File: config.mk
export PLATFORM = sky130hd
export DESIGN_NAME = vga_fetch_flat
export DESIGN_NICKNAME = d
export VERILOG_FILES = /design/src/rtl/vga_fetch_pkg.sv /design/src/rtl/vga_fetch_if.sv /design/src/rtl/vga_fetch.sv /design/src/flat_wrapper.sv
export SDC_FILE = /design/constraint.sdc
export NUM_CORES = 1
export LEC_CHECK = 0
export BUFFER_PORTS_ARGS = -buffer_cell sky130_fd_sc_hd__clkbuf_2
export CORE_MARGIN = 5
export CORE_UTILIZATION = 48
export DETAILED_ROUTE_END_ITERATION = 8
export GPL_TIMING_DRIVEN = 0
export MAX_ROUTING_LAYER = met4
export PLACE_DENSITY = 0.8
export SETUP_SLACK_MARGIN = 0.1
export SYNTH_ARGS = -nofsm -noshare
export SYNTH_HDL_FRONTEND = slang
export SYNTH_SLANG_ARGS = --single-unit
File: constraint.sdc
create_clock -name clock -period 3.1 [get_ports clock]
set_input_delay 0.62 -clock clock [delete_from_list [all_inputs] [get_ports clock]]
set_output_delay 0.62 -clock clock [all_outputs]
set_load 0.01 [all_outputs]
File: src/rtl/vga_fetch_pkg.sv
// Shared widths and display geometry for the VGA fetch stage, plus the
// frame-buffer address packing used by the fetch FSM.
package vga_fetch_pkg;
    localparam int LOG_MEM     = 36;
    localparam int LOG_HCOUNT  = 10;
    localparam int LOG_VCOUNT  = 10;
    localparam int LOG_ADDR    = 19;
    localparam int VGA_HACTIVE = 640;
    localparam int VGA_VACTIVE = 480;

    // One ZBT word holds two pixels, so the column drops its LSB.
    function automatic logic [LOG_ADDR-1:0] mk_addr(input logic       buf_sel,
                                                    input logic [8:0] line,
                                                    input logic [8:0] pair);
        return {buf_sel, line, pair};
    endfunction
endpackage

File: src/rtl/vga_fetch_if.sv
// Memory-arbiter port of the VGA fetch stage: request/address out, grant/data back.
interface vga_fetch_if;
    import vga_fetch_pkg::*;
    logic                mem_req;
    logic [LOG_ADDR-1:0] mem_addr;
    logic                mem_grant;
    logic [LOG_MEM-1:0]  mem_rdata;

    modport master (output mem_req, mem_addr, input mem_grant, mem_rdata);
    modport slave  (input mem_req, mem_addr, output mem_grant, mem_rdata);
endinterface

File: src/rtl/vga_fetch.sv
// Fetches one two-pixel ZBT word per VGA request from the displayed buffer and
// owns front/back buffer selection, which only flips during vertical blank.
module vga_fetch
    import vga_fetch_pkg::*;
#(
    parameter int MEM_LATENCY = 2,
    parameter int H_ACTIVE    = VGA_HACTIVE,
    parameter int V_ACTIVE    = VGA_VACTIVE
) (
    input  logic                  clock,
    input  logic                  reset,
    input  logic                  vga_flag,
    input  logic [LOG_HCOUNT-1:0] clocked_hcount,
    input  logic [LOG_VCOUNT-1:0] clocked_vcount,
    input  logic                  frame_flag,
    vga_fetch_if.master           mem,
    output logic [LOG_MEM-1:0]    vga_pixel,
    output logic                  done_vga,
    output logic                  rd_buf,
    output logic                  overrun,
    output logic                  late
);
    localparam logic [1:0] S_IDLE = 2'd0;
    localparam logic [1:0] S_REQ  = 2'd1;
    localparam logic [1:0] S_WAIT = 2'd2;
    localparam logic [1:0] S_DONE = 2'd3;

    localparam int CNT_W = $clog2(MEM_LATENCY) + 1;
    localparam logic [CNT_W-1:0]      CNT_LAST = CNT_W'(MEM_LATENCY - 1);
    localparam logic [LOG_HCOUNT-1:0] H_LIM    = LOG_HCOUNT'(H_ACTIVE);
    localparam logic [LOG_VCOUNT-1:0] V_LIM    = LOG_VCOUNT'(V_ACTIVE);

    logic [1:0]       state;
    logic             blank;
    logic             swap_pending;
    logic [CNT_W-1:0] cnt;
    logic [3:0]       age;   // cycles since the accepted flag, saturating

    logic accept, req_vblank, req_blank, do_swap, buf_nxt;

    assign accept     = vga_flag && (state == S_IDLE || state == S_DONE);
    assign req_vblank = clocked_vcount >= V_LIM;
    assign req_blank  = req_vblank || (clocked_hcount >= H_LIM);
    // A frame_flag arriving with the blank request still counts for that request.
    assign do_swap    = accept && req_vblank && (swap_pending || frame_flag);
    assign buf_nxt    = rd_buf ^ do_swap;

    always_ff @(posedge clock or posedge reset) begin
        if (reset) begin
            state        <= S_IDLE;
            blank        <= 1'b0;
            swap_pending <= 1'b0;
            cnt          <= '0;
            age          <= '0;
            mem.mem_req  <= 1'b0;
            mem.mem_addr <= '0;
            vga_pixel    <= '0;
            done_vga     <= 1'b0;
            rd_buf       <= 1'b0;
            overrun      <= 1'b0;
            late         <= 1'b0;
        end else begin
            done_vga <= 1'b0;
            if (age != 4'hF) age <= age + 4'd1;

            if (do_swap) begin
                rd_buf       <= ~rd_buf;
                swap_pending <= 1'b0;
            end else if (frame_flag) begin
                swap_pending <= 1'b1;
            end

            if (vga_flag && (state == S_REQ || state == S_WAIT)) overrun <= 1'b1;

            case (state)
                S_IDLE, S_DONE: begin
                    state <= S_IDLE;
                    if (accept) begin
                        mem.mem_addr <= mk_addr(buf_nxt, clocked_vcount[8:0], clocked_hcount[9:1]);
                        blank        <= req_blank;
                        mem.mem_req  <= ~req_blank;
                        age          <= 4'd1;
                        state        <= S_REQ;
                    end
                end
                S_REQ: begin
                    // Blank requests never touch memory and proceed as if granted.
                    if (blank || mem.mem_grant) begin
                        mem.mem_req <= 1'b0;
                        cnt         <= '0;
                        state       <= S_WAIT;
                    end
                end
                S_WAIT: begin
                    if (cnt == CNT_LAST) begin
                        vga_pixel <= blank ? '0 : mem.mem_rdata;
                        done_vga  <= 1'b1;
                        if (age > 4'd3) late <= 1'b1;
                        state     <= S_DONE;
                    end else begin
                        cnt <= cnt + CNT_W'(1);
                    end
                end
                default: state <= S_IDLE;
            endcase
        end
    end
endmodule

File: src/flat_wrapper.sv
// flat-port wrapper written by rule: the top's interface ports become plain ports
module vga_fetch_flat import vga_fetch_pkg::*;
#(
    parameter int MEM_LATENCY = 2,
    parameter int H_ACTIVE    = VGA_HACTIVE,
    parameter int V_ACTIVE    = VGA_VACTIVE
)
  (clock, reset, vga_flag, clocked_hcount, clocked_vcount, frame_flag, vga_pixel, done_vga, rd_buf, overrun, late, mem_mem_req, mem_mem_addr, mem_mem_grant, mem_mem_rdata);
  vga_fetch_if mem_i ();
  input  logic clock;
  input  logic reset;
  input  logic vga_flag;
  input  logic [LOG_HCOUNT-1:0] clocked_hcount;
  input  logic [LOG_VCOUNT-1:0] clocked_vcount;
  input  logic frame_flag;
  output logic [LOG_MEM-1:0] vga_pixel;
  output logic done_vga;
  output logic rd_buf;
  output logic overrun;
  output logic late;
  output wire logic [$bits(mem_i.mem_req)-1:0] mem_mem_req;
  output wire logic [$bits(mem_i.mem_addr)-1:0] mem_mem_addr;
  input wire logic [$bits(mem_i.mem_grant)-1:0] mem_mem_grant;
  input wire logic [$bits(mem_i.mem_rdata)-1:0] mem_mem_rdata;
  assign mem_mem_req = mem_i.mem_req;
  assign mem_mem_addr = mem_i.mem_addr;
  assign mem_i.mem_grant = mem_mem_grant;
  assign mem_i.mem_rdata = mem_mem_rdata;
  vga_fetch #(.MEM_LATENCY(MEM_LATENCY), .H_ACTIVE(H_ACTIVE), .V_ACTIVE(V_ACTIVE)) u_core (.clock(clock), .reset(reset), .vga_flag(vga_flag), .clocked_hcount(clocked_hcount), .clocked_vcount(clocked_vcount), .frame_flag(frame_flag), .mem(mem_i), .vga_pixel(vga_pixel), .done_vga(done_vga), .rd_buf(rd_buf), .overrun(overrun), .late(late));
endmodule
==> impl_metrics.toml, run 1 <==
[outcome]
status = "finished, final reports clean"

[grt]
grt_pass1_wl_um = 11700
track_usage_pct = 19.7
overflow = 0
antenna_found_initial = 0
grt_max_degree = 71
grt_pass1_vias = 2585

[pwr]
power_uw = 3960
p_clk_share_pct = 17.6
swShare_pct = 39.5
seq_power_share_pct = 40.8
pwr-share-comb_pct = 41.6
peakVddDrop_v = 0.000677
intPower_uw = 2400
p_switching_uw = 1560
power_density_nw_per_um2 = 1030
p_leak_uw = 0.00203

[clock_network]
clkTransAtPathRegs_ns = 0.08
clock_sinks = 70
hold_buffers = 0
cts_tree = "yes"
clk_latency_ns = 0.33
numCtsBuffers = 9
root_buffer = "clkbuf_8"
clk_path_buf_depth = 2
cts_setup_buffers = 0
htree_levels = 3
cts_resized = 0

[logic_synthesis]
yosys.area_share.adder_pct = 1.70
synth.distinct_cells = 28
synth_fp_nets = 375
ys_top_cells_by_count = "97 x nand2_1, 70 x dfrtp_1, 39 x o21ai_0"
yosysTopAreaCell = "dfrtp_1"
avgSynthCellArea_um2 = 9.51
synth_top_area_share_pct = 59.4
synth.most_common_cell = "nand2_1"
netlist_instances = 310
synthMuxAreaShare_pct = 1.02
ys.flop_type = "dfrtp_1"
async_flop_share_pct = 100
synthXorXnorAreaFrac_pct = 0.297
yosysSeqAreaShare_pct = 59.4
synth_seq_cells = 70
syn_area_um2 = 2950
synth-compound-area-share_pct = 10.7
ys_top_cells_by_area = "dfrtp_1 59%, nand2_1 12%, nand2b_1 7.6%"
synth_edf_count = 0
synth_top_family_by_area = "simple AND/OR/NAND/NOR gates"
yosysWarnings = 0
yosys.area_share.simple_pct = 23.6

[worst_setup_path]
cp_cell_sequence = "ha_1 > nand2_1 > buf_2 > clkbuf_1 > o21ai_0"
critPathRequiredTime_ns = 3.29
cpMaxStageDelayCell = "dfrtp_1"
startpoint = "u_core.cnt[0]$_DFFE_PP0P_"
cp_slowest_stage_delay_ns = 0.41
timing.rr.start = "u_core.cnt[0]$_DFFE_PP0P_"
worst-endpoint-arrival_ns = 1.91
crit_fanout = 10
crit_path_end_kind = "register"
startpoint_type = "register"
path_class = "reg2reg"

[route]
vias_per_cell = 5.00
drt-initial-drc-count = 58
via_count = 2601
ant_nets = 0
wl_per_cell_um = 13.5
routed_wl_um = 7040
drc_errors = 0
dr.pass1.iters = 4

[timing]
maxSlewHeadroom_pct = 44.0
finalSetupTns_ns = 0
fin_crit_sh_pct = 55.2
report.final.setup_viol = 0
rsz0062_at_grt = "false"
setup_ws_ns = 1.39
finalHoldViolations = 0
maxSlewViolCount = 0
tightest_slew_ns = 0.840
max_clock_freq_ghz = 0.584
fin_skew_ns = 0.0103
period_minus_slack_ns = 1.71

[floorplanning]
start_util_pct = 49.5
row_count = 28
core_um2 = 5960
fp.dieH_um = 88.4
pin_count = 121
die_w_um = 88.4
dieArea_um2 = 7810

[place]
dp_hpwl_um = 5280
routabilityCongestion = 0.805
dp_slack_ns = 1.38
port_buffers = 119
dp_cells = 504

[cells_and_area]
n_antenna_cell = 0
drive_above_1_share_pct = 32.4
final-instance-count-excl-fill = 520
area_growth_pct = 30.1
final_core_util_pct = 64.4
final_nets = 505

[run]
drv_cap = 0

[hold_path]
hp-class = "in2async"
path summary, 6_finish.rpt:
check / end / slack, ns / cells after the start
min in group clock: u_core.overrun$_DFFE_PP0P_ / 0.46 / 1
setup reg to reg: u_core.vga_pixel[11]$_DFFE_PP0P_ / 1.39 / 5
hold reg to reg: u_core.overrun$_DFFE_PP0P_ / 0.46 / 1
max in group asynchronous: u_core.vga_pixel[14]$_DFFE_PP0P_ / 2.10 / 2
hold / removal: u_core.mem.mem_addr[5]$_DFFE_PP0P_ / 0.45 / 2
setup / recovery: u_core.vga_pixel[11]$_DFFE_PP0P_ / 1.39 / 5
cell usage in the layout (no fill, tap or decap):
master,n
or4_1,1
clkinv_2,1
or2_2,1
nand2_2,1
inv_4,1
nand2_1,97
clkbuf_8,12
dfrtp_1,70
inv_1,6
mux2i_1,3
o21bai_1,2
nor3_1,2
a21o_1,1
nor3b_1,1
a21oi_1,1
and2_1,1
xnor2_1,1
a41oi_1,1
clkbuf_1,12
o31ai_1,3
buf_2,5
nand2b_1,36
nor2_1,8
clkinvlp_4,2
clkbuf_2,119
inv_6,1
a21boi_0,2
o32a_1,1
nor3b_2,1
a22o_1,2
nand3_1,4
o21ai_0,39
a31oi_1,3
ha_1,4
logic make-up (layout without fill, tap and decap cells):
group | after synthesis | count (layout)
muxes | 3 | 3
DFF | 70 | 70
adders and majority gates | 4 | 4
xor gates and xnor gates | 1 | 1
buffers and inverters | 24 | 159
AOI/OAI and AO/OA | 55 | 55
and+or+nand+nor | 153 | 153
power groups by stage:
stage          Combinational (uW)  Sequential [uW]  Clock, uW
2_1_floorplan                 839             1770          0
3_3_place_gp                 1620             1610          0
3_5_place_dp                 1690             1620          0
4_1_cts                      1680             1620        720
5_1_grt                      1880             1670        759
6_report                     1650             1620        696
through the flow:
stage               hold WS (ns)  cell area [um2]
finish                     0.448             3830
global route               0.467             3830
CTS                        0.455             3830
detailed placement         0.447             3640
global placement           0.441             3640
floorplan                  0.483             2950
flip-flops by register name (all words and copies together), names as in the netlist:
| name | count |
|---|---|
| u_core.overrun | 1 |
| u_core.age | 4 |
| u_core.state | 2 |
| u_core.vga_pixel | 36 |
| u_core.mem.mem_req | 1 |
| u_core.swap_pending | 1 |
| u_core.blank | 1 |
| u_core.mem.mem_addr | 19 |
| u_core.cnt | 2 |
| u_core.rd_buf | 1 |
| u_core.late | 1 |
| u_core.done_vga | 1 |
per-layer routing:
| layer | wire, um | GRT usage, % |
|---|---|---|
| met5 | 0 | - |
| met4 | 91 | 6.73 |
| met3 | 733 | 4.28 |
| met2 | 3160 | 31.1 |
| met1 | 3050 | 25.4 |
worst max-delay path, delay by kind of cell, from the launching register on:
kind | cells | cell delay, ns
adders and majority gates | 1 | 0.28
AOI/OAI and AO/OA | 1 | 0.18
and+or+nand+nor | 1 | 0.11
buffers and inverters | 2 | 0.59
DFF | 1 | 0.41
area by class of cell:
cell class | instances | area, um2
fillers | 530 | 2120
flip-flops and latches | 70 | 1750
multi-input cells | 216 | 1100
repair buffers | 119 | 596
clock buffers | 12 | 165
well taps | 75 | 93.8
plain buffers | 17 | 70.1
clock inverters | 4 | 28.8
inverters | 7 | 28.8
Note: power is estimated with default switching activity, not from simulation.
==> run 2, diff against run 1 <==
- clock period: 3.1 -> 1.7 ns (I/O delays scaled with it)
==> impl_metrics.toml, run 2 (synthesis gave the netlist of run 1 again) <==
[pwr]
swShare_pct = 38.2
seq_power_share_pct = 39.8
p_switching_uw = 2810
p_leak_uw = 0.00205
pwr-share-comb_pct = 42.4
p_clk_share_pct = 17.8
intPower_uw = 4550
peakVddDrop_v = 0.00123
power_density_nw_per_um2 = 1900

[timing]
fin_skew_ns = 0.00667
finalSetupTns_ns = 0
finalHoldViolations = 0
period_minus_slack_ns = 1.54
max_clock_freq_ghz = 0.651
rsz0062_at_grt = "true"
maxSlewHeadroom_pct = 49.4
report.final.setup_viol = 0
tightest_slew_ns = 0.757
maxSlewViolCount = 0
fin_crit_sh_pct = 90.3
hold-worst-slack_ns = 0.132

[floorplanning]
pin_count = 121
dieArea_um2 = 7810
start_util_pct = 49.5
row_count = 28
die_w_um = 88.4
core_um2 = 5960
fp.dieH_um = 88.4

[route]
vias_per_cell = 4.87
routed_wl_um = 7000
dr.pass1.iters = 4
via_count = 2530
drt-initial-drc-count = 98
wl_per_cell_um = 13.5
drc_errors = 0
ant_nets = 0

[clock_network]
cts_setup_buffers = 0
clk_latency_ns = 0.33
htree_levels = 3
clkTransAtPathRegs_ns = 0.07
root_buffer = "clkbuf_8"
hold_buffers = 0
clock_sinks = 70
clk_path_buf_depth = 2
cts_resized = 8
cts_tree = "yes"
numCtsBuffers = 9

[cells_and_area]
mostFrequentLayoutCell = "clkbuf_2"
drive_above_1_share_pct = 33.6
reg.largest.list = "u_core.vga_pixel x36, u_core.mem.mem_addr x19, u_core.age x4"
area_growth_pct = 31.7
largest-register = "u_core.vga_pixel"
n_antenna_cell = 0
final-instance-count-excl-fill = 519
final_nets = 506
mostFrequentLayoutCells = "123 x clkbuf_2, 97 x nand2_1, 70 x dfrtp_1, 38 x o21ai_0, 36 x nand2b_1"
fillCellCount = 505
largest_reg_flops = 36

[grt]
antenna_found_initial = 0
grt_pass1_vias = 2611
grt_max_degree = 38
grt_pass1_wl_um = 11800
overflow = 0
track_usage_pct = 19.7

[run]
drv_cap = 0

[worst_setup_path]
crit_fanout = 7
crit_path_end_kind = "register"
critPathRequiredTime_ns = 1.97
startpoint_type = "register"
worstRegToRegCells = 5
path_class = "reg2reg"
worst-endpoint-arrival_ns = 1.80

[hold_path]
hp-class = "in2async"

[outcome]
status = "finished, final reports clean"

[place]
port_buffers = 119
routabilityCongestion = 0.804
dp_cells = 505
dp_hpwl_um = 5230
[run 2: final timing paths]
| kind | startpoint | slack (ns) | end |
|---|---|---|---|
| min | reset | 0.13 | u_core.mem.mem_addr[16]$_DFFE_PP0P_ |
| min in group clock | clocked_vcount[1] | 0.20 | u_core.mem.mem_addr[10]$_DFFE_PP0P_ |
| min reg2reg | u_core.overrun$_DFFE_PP0P_ | 0.45 | u_core.overrun$_DFFE_PP0P_ |
| max reg2reg | u_core.state[0]$_DFFE_PP0P_ | 0.16 | u_core.mem.mem_addr[18]$_DFFE_PP0P_ |
| max | u_core.state[0]$_DFFE_PP0P_ | 0.16 | u_core.mem.mem_addr[18]$_DFFE_PP0P_ |
| max in group asynchronous | reset | 0.96 | u_core.age[2]$_DFF_PP0_ |
[run 2: stage by stage]
step / cell area [um2] / total power (uW) / setup slack [ns] / util, %
3_5_place_dp: 3660 / 6030 / 0.0289 / 61.5
2_1_floorplan: 2950 / 4760 / 0.195 / -
6_report: 3880 / 7370 / 0.165 / 65.2
4_1_cts: 3870 / 7410 / 0.154 / 65.0
5_1_grt: 3880 / 8010 / 0.0762 / 65.2
3_3_place_gp: 3640 / 5870 / 0.0693 / 61.1
[run 2: layout make-up]
class	count	area, um2	share of cell area [%]
well taps	75	93.8	2.42
repair buffers	120	616	15.9
multi-input cells	216	1120	28.9
inverters	7	30.0	0.773
clock buffers	13	159	4.09
clock inverters	1	30.0	0.773
plain buffers	17	82.6	2.13
flip-flops and latches	70	1750	45.1
[run 2: power by group through the flow]
stage / clock network (uW) / registers, uW / logic, uW
after floorplan: 0 / 3230 / 1530
after global placement: 0 / 2920 / 2960
after detailed placement: 0 / 2940 / 3090
after CTS: 1340 / 2930 / 3150
after global routing: 1400 / 3040 / 3570
final: 1310 / 2940 / 3120
[run 2: routing by layer]
metal	track usage, %	vias up	wire length [um]
met4	5.77	0	71
li1	-	1259	-
met5	-	-	0
met1	26.0	1154	3200
met2	31.5	108	3110
met3	3.45	9	613
[run 2: worst max-delay path, stage by stage, from the launching register on]
cell,delay [ns]
dfrtp_1,0.37
inv_1,0.08
ha_4,0.30
nand2_2,0.08
or4_1,0.54
nand3_1,0.10
==> run 3, diff against run 2 <==
- ABC_AREA: default -> 1
- CORE_UTILIZATION: 48 -> 43
- GPL_TIMING_DRIVEN: 0 -> default
- PLACE_DENSITY: 0.8 -> 0.73
==> impl_metrics.toml, run 3 <==
[timing]
period_minus_slack_ns = 1.47
tightest_slew_ns = 0.622
report.final.setup_viol = 0
fin_skew_ns = 0.00883
rsz0062_at_grt = "true"
maxSlewHeadroom_pct = 58.5
finalHoldViolations = 0
max_clock_freq_ghz = 0.682
fin_crit_sh_pct = 86.2
finalSetupTns_ns = 0
maxSlewViolCount = 0

[cells_and_area]
final_core_util_pct = 55.8
drive_above_1_share_pct = 36.2
mostFrequentLayoutCells = "138 x nand2_1, 119 x clkbuf_2, 70 x dfrtp_1, 31 x o21ai_0"
fillCellCount = 616
area_growth_pct = 27.7
largest_reg_flops = 36
reg.largest.list = "u_core.vga_pixel x36, u_core.mem.mem_addr x19, u_core.age x4"
final_nets = 503
n_antenna_cell = 0
mostFrequentLayoutCell = "nand2_1"
largest-register = "u_core.vga_pixel"
final-instance-count-excl-fill = 522

[floorplanning]
die_w_um = 92.9
fp.dieH_um = 92.9
start_util_pct = 43.7
row_count = 30
pin_count = 121
dieArea_um2 = 8630
core_um2 = 6760

[route]
routed_wl_um = 6530
via_count = 2453
wl_per_cell_um = 12.5
ant_nets = 0
dr.pass1.iters = 4
drt-initial-drc-count = 83
vias_per_cell = 4.70
drc_errors = 0

[hold_path]
hp-class = "in2async"

[grt]
antenna_found_initial = 0
grt_pass1_wl_um = 10800
grt_max_degree = 71
overflow = 0
track_usage_pct = 16.1
grt_pass1_vias = 2317

[clock_network]
cts_tree = "yes"
clk_path_buf_depth = 2
clk_latency_ns = 0.33
clkTransAtPathRegs_ns = 0.07
htree_levels = 3
numCtsBuffers = 9
hold_buffers = 0
clock_sinks = 70
root_buffer = "clkbuf_8"

[worst_setup_path]
startpoint_type = "register"
cpMaxStageDelayCell = "dfrtp_1"
crit_path_end_kind = "register"
cp_cell_sequence = "inv_1 > ha_1 > nand2_1 > buf_4 > o21ai_0 > a21oi_1"
worst-endpoint-arrival_ns = 1.71
critPathRequiredTime_ns = 1.95
path_class = "reg2reg"
cp_slowest_stage_delay_ns = 0.37
crit_fanout = 21

[logic_synthesis]
syn_area_um2 = 2950
async_flop_share_pct = 100
yosys.area_share.adder_pct = 1.69
synth-compound-area-share_pct = 12.6
synth.most_common_cell = "nand2_1"
yosysWarnings = 0
yosysSeqAreaShare_pct = 59.3
synth_seq_cells = 70
ys_top_cells_by_area = "dfrtp_1 59%, nand2_1 18%, o21ai_0 5.3%"
yosys.area_share.simple_pct = 20.2
synthMuxAreaShare_pct = 0
ys.flop_type = "dfrtp_1"
synth_edf_count = 0
yosysTopAreaCell = "dfrtp_1"
synth_top_family_by_area = "simple AND/OR/NAND/NOR gates"
synth.distinct_cells = 27
netlist_instances = 318
synth_fp_nets = 383
avgSynthCellArea_um2 = 9.29
synthXorXnorAreaFrac_pct = 0
synth_top_area_share_pct = 59.3
ys_top_cells_by_count = "138 x nand2_1, 70 x dfrtp_1, 31 x o21ai_0"

[pwr]
p_leak_uw = 0.00207
power_density_nw_per_um2 = 1840
power_uw = 6940
peakVddDrop_v = 0.000894

[place]
port_buffers = 119
dp_cells = 507
routabilityCongestion = 0.738
dp_hpwl_um = 4720

[outcome]
status = "finished, final reports clean"

[run]
drv_cap = 0
-- run 3: metal layers --
metal,GRT usage [%],share of wire [%]
met5,-,0
met4,3.30,0.28
met3,5.12,9.6
met2,23.8,43
met1,22.1,47
-- run 3: cells by family after synthesis --
family | Yosys count
AO/OA/AOI/OAI | 60
adder cells (fa/ha/maj) | 4
buffers and inverters | 32
flip-flops | 70
AND/OR/NAND/NOR | 152
-- run 3: where the power goes --
group | switching, uW | internal [uW] | leakage, uW
clock network | 557 | 602 | 0.0000865
logic | 1760 | 1150 | 0.00111
registers | 435 | 2440 | 0.000880
total | 2750 | 4190 | 0.00207
-- run 3: cell type report --
cell class,instances,area [um2],area share (%)
flip-flops and latches,70,1750,46.4
multi-input cells,216,1020,27.0
repair buffers,125,666,17.7
clock buffers,14,163,4.31
well taps,80,100,2.65
inverters,16,66.3,1.76
clock inverters,1,5.00,0.133
-- run 3: final timing paths --
| check | startpoint | end | slack [ns] | cells after the start |
|---|---|---|---|---|
| setup / recovery | u_core.state[0]$_DFFE_PP0P_ | u_core.age[2]$_DFF_PP0_ | 0.23 | 6 |
| hold / removal | reset | u_core.age[2]$_DFF_PP0_ | 0.1 | 3 |
| setup reg to reg | u_core.state[0]$_DFFE_PP0P_ | u_core.age[2]$_DFF_PP0_ | 0.23 | 6 |
| hold reg to reg | u_core.overrun$_DFFE_PP0P_ | u_core.overrun$_DFFE_PP0P_ | 0.47 | 1 |
| max in group asynchronous | reset | u_core.vga_pixel[9]$_DFFE_PP0P_ | 1.32 | 3 |
| min in group clock | clocked_vcount[4] | u_core.mem.mem_addr[13]$_DFFE_PP0P_ | 0.20 | 3 |
-- run 3: metrics by stage --
step | instance area [um2] | hold WS, ns | worst slack [ns]
5_1_grt | 3770 | 0.120 | 0.0755
3_3_place_gp | 3600 | 0.444 | 0.221
3_5_place_dp | 3600 | 0.445 | 0.170
2_1_floorplan | 2960 | 0.450 | 0.376
4_1_cts | 3770 | 0.101 | 0.173
6_report | 3770 | 0.0963 | 0.234
-- run 3: critical path, delay by kind of cell (launching register included) --
family / cells / cell delay (ns)
AND/OR/NAND/NOR: 1 / 0.13
adder cells (fa/ha/maj): 1 / 0.31
flip-flops: 1 / 0.37
buffers and inverters: 2 / 0.32
AO/OA/AOI/OAI: 2 / 0.27
-- run 3: what timing repair did --
item,in CTS,in global routing
endpoints found under the setup margin,0,2
resized for setup,0,2
setup buffers,0,0
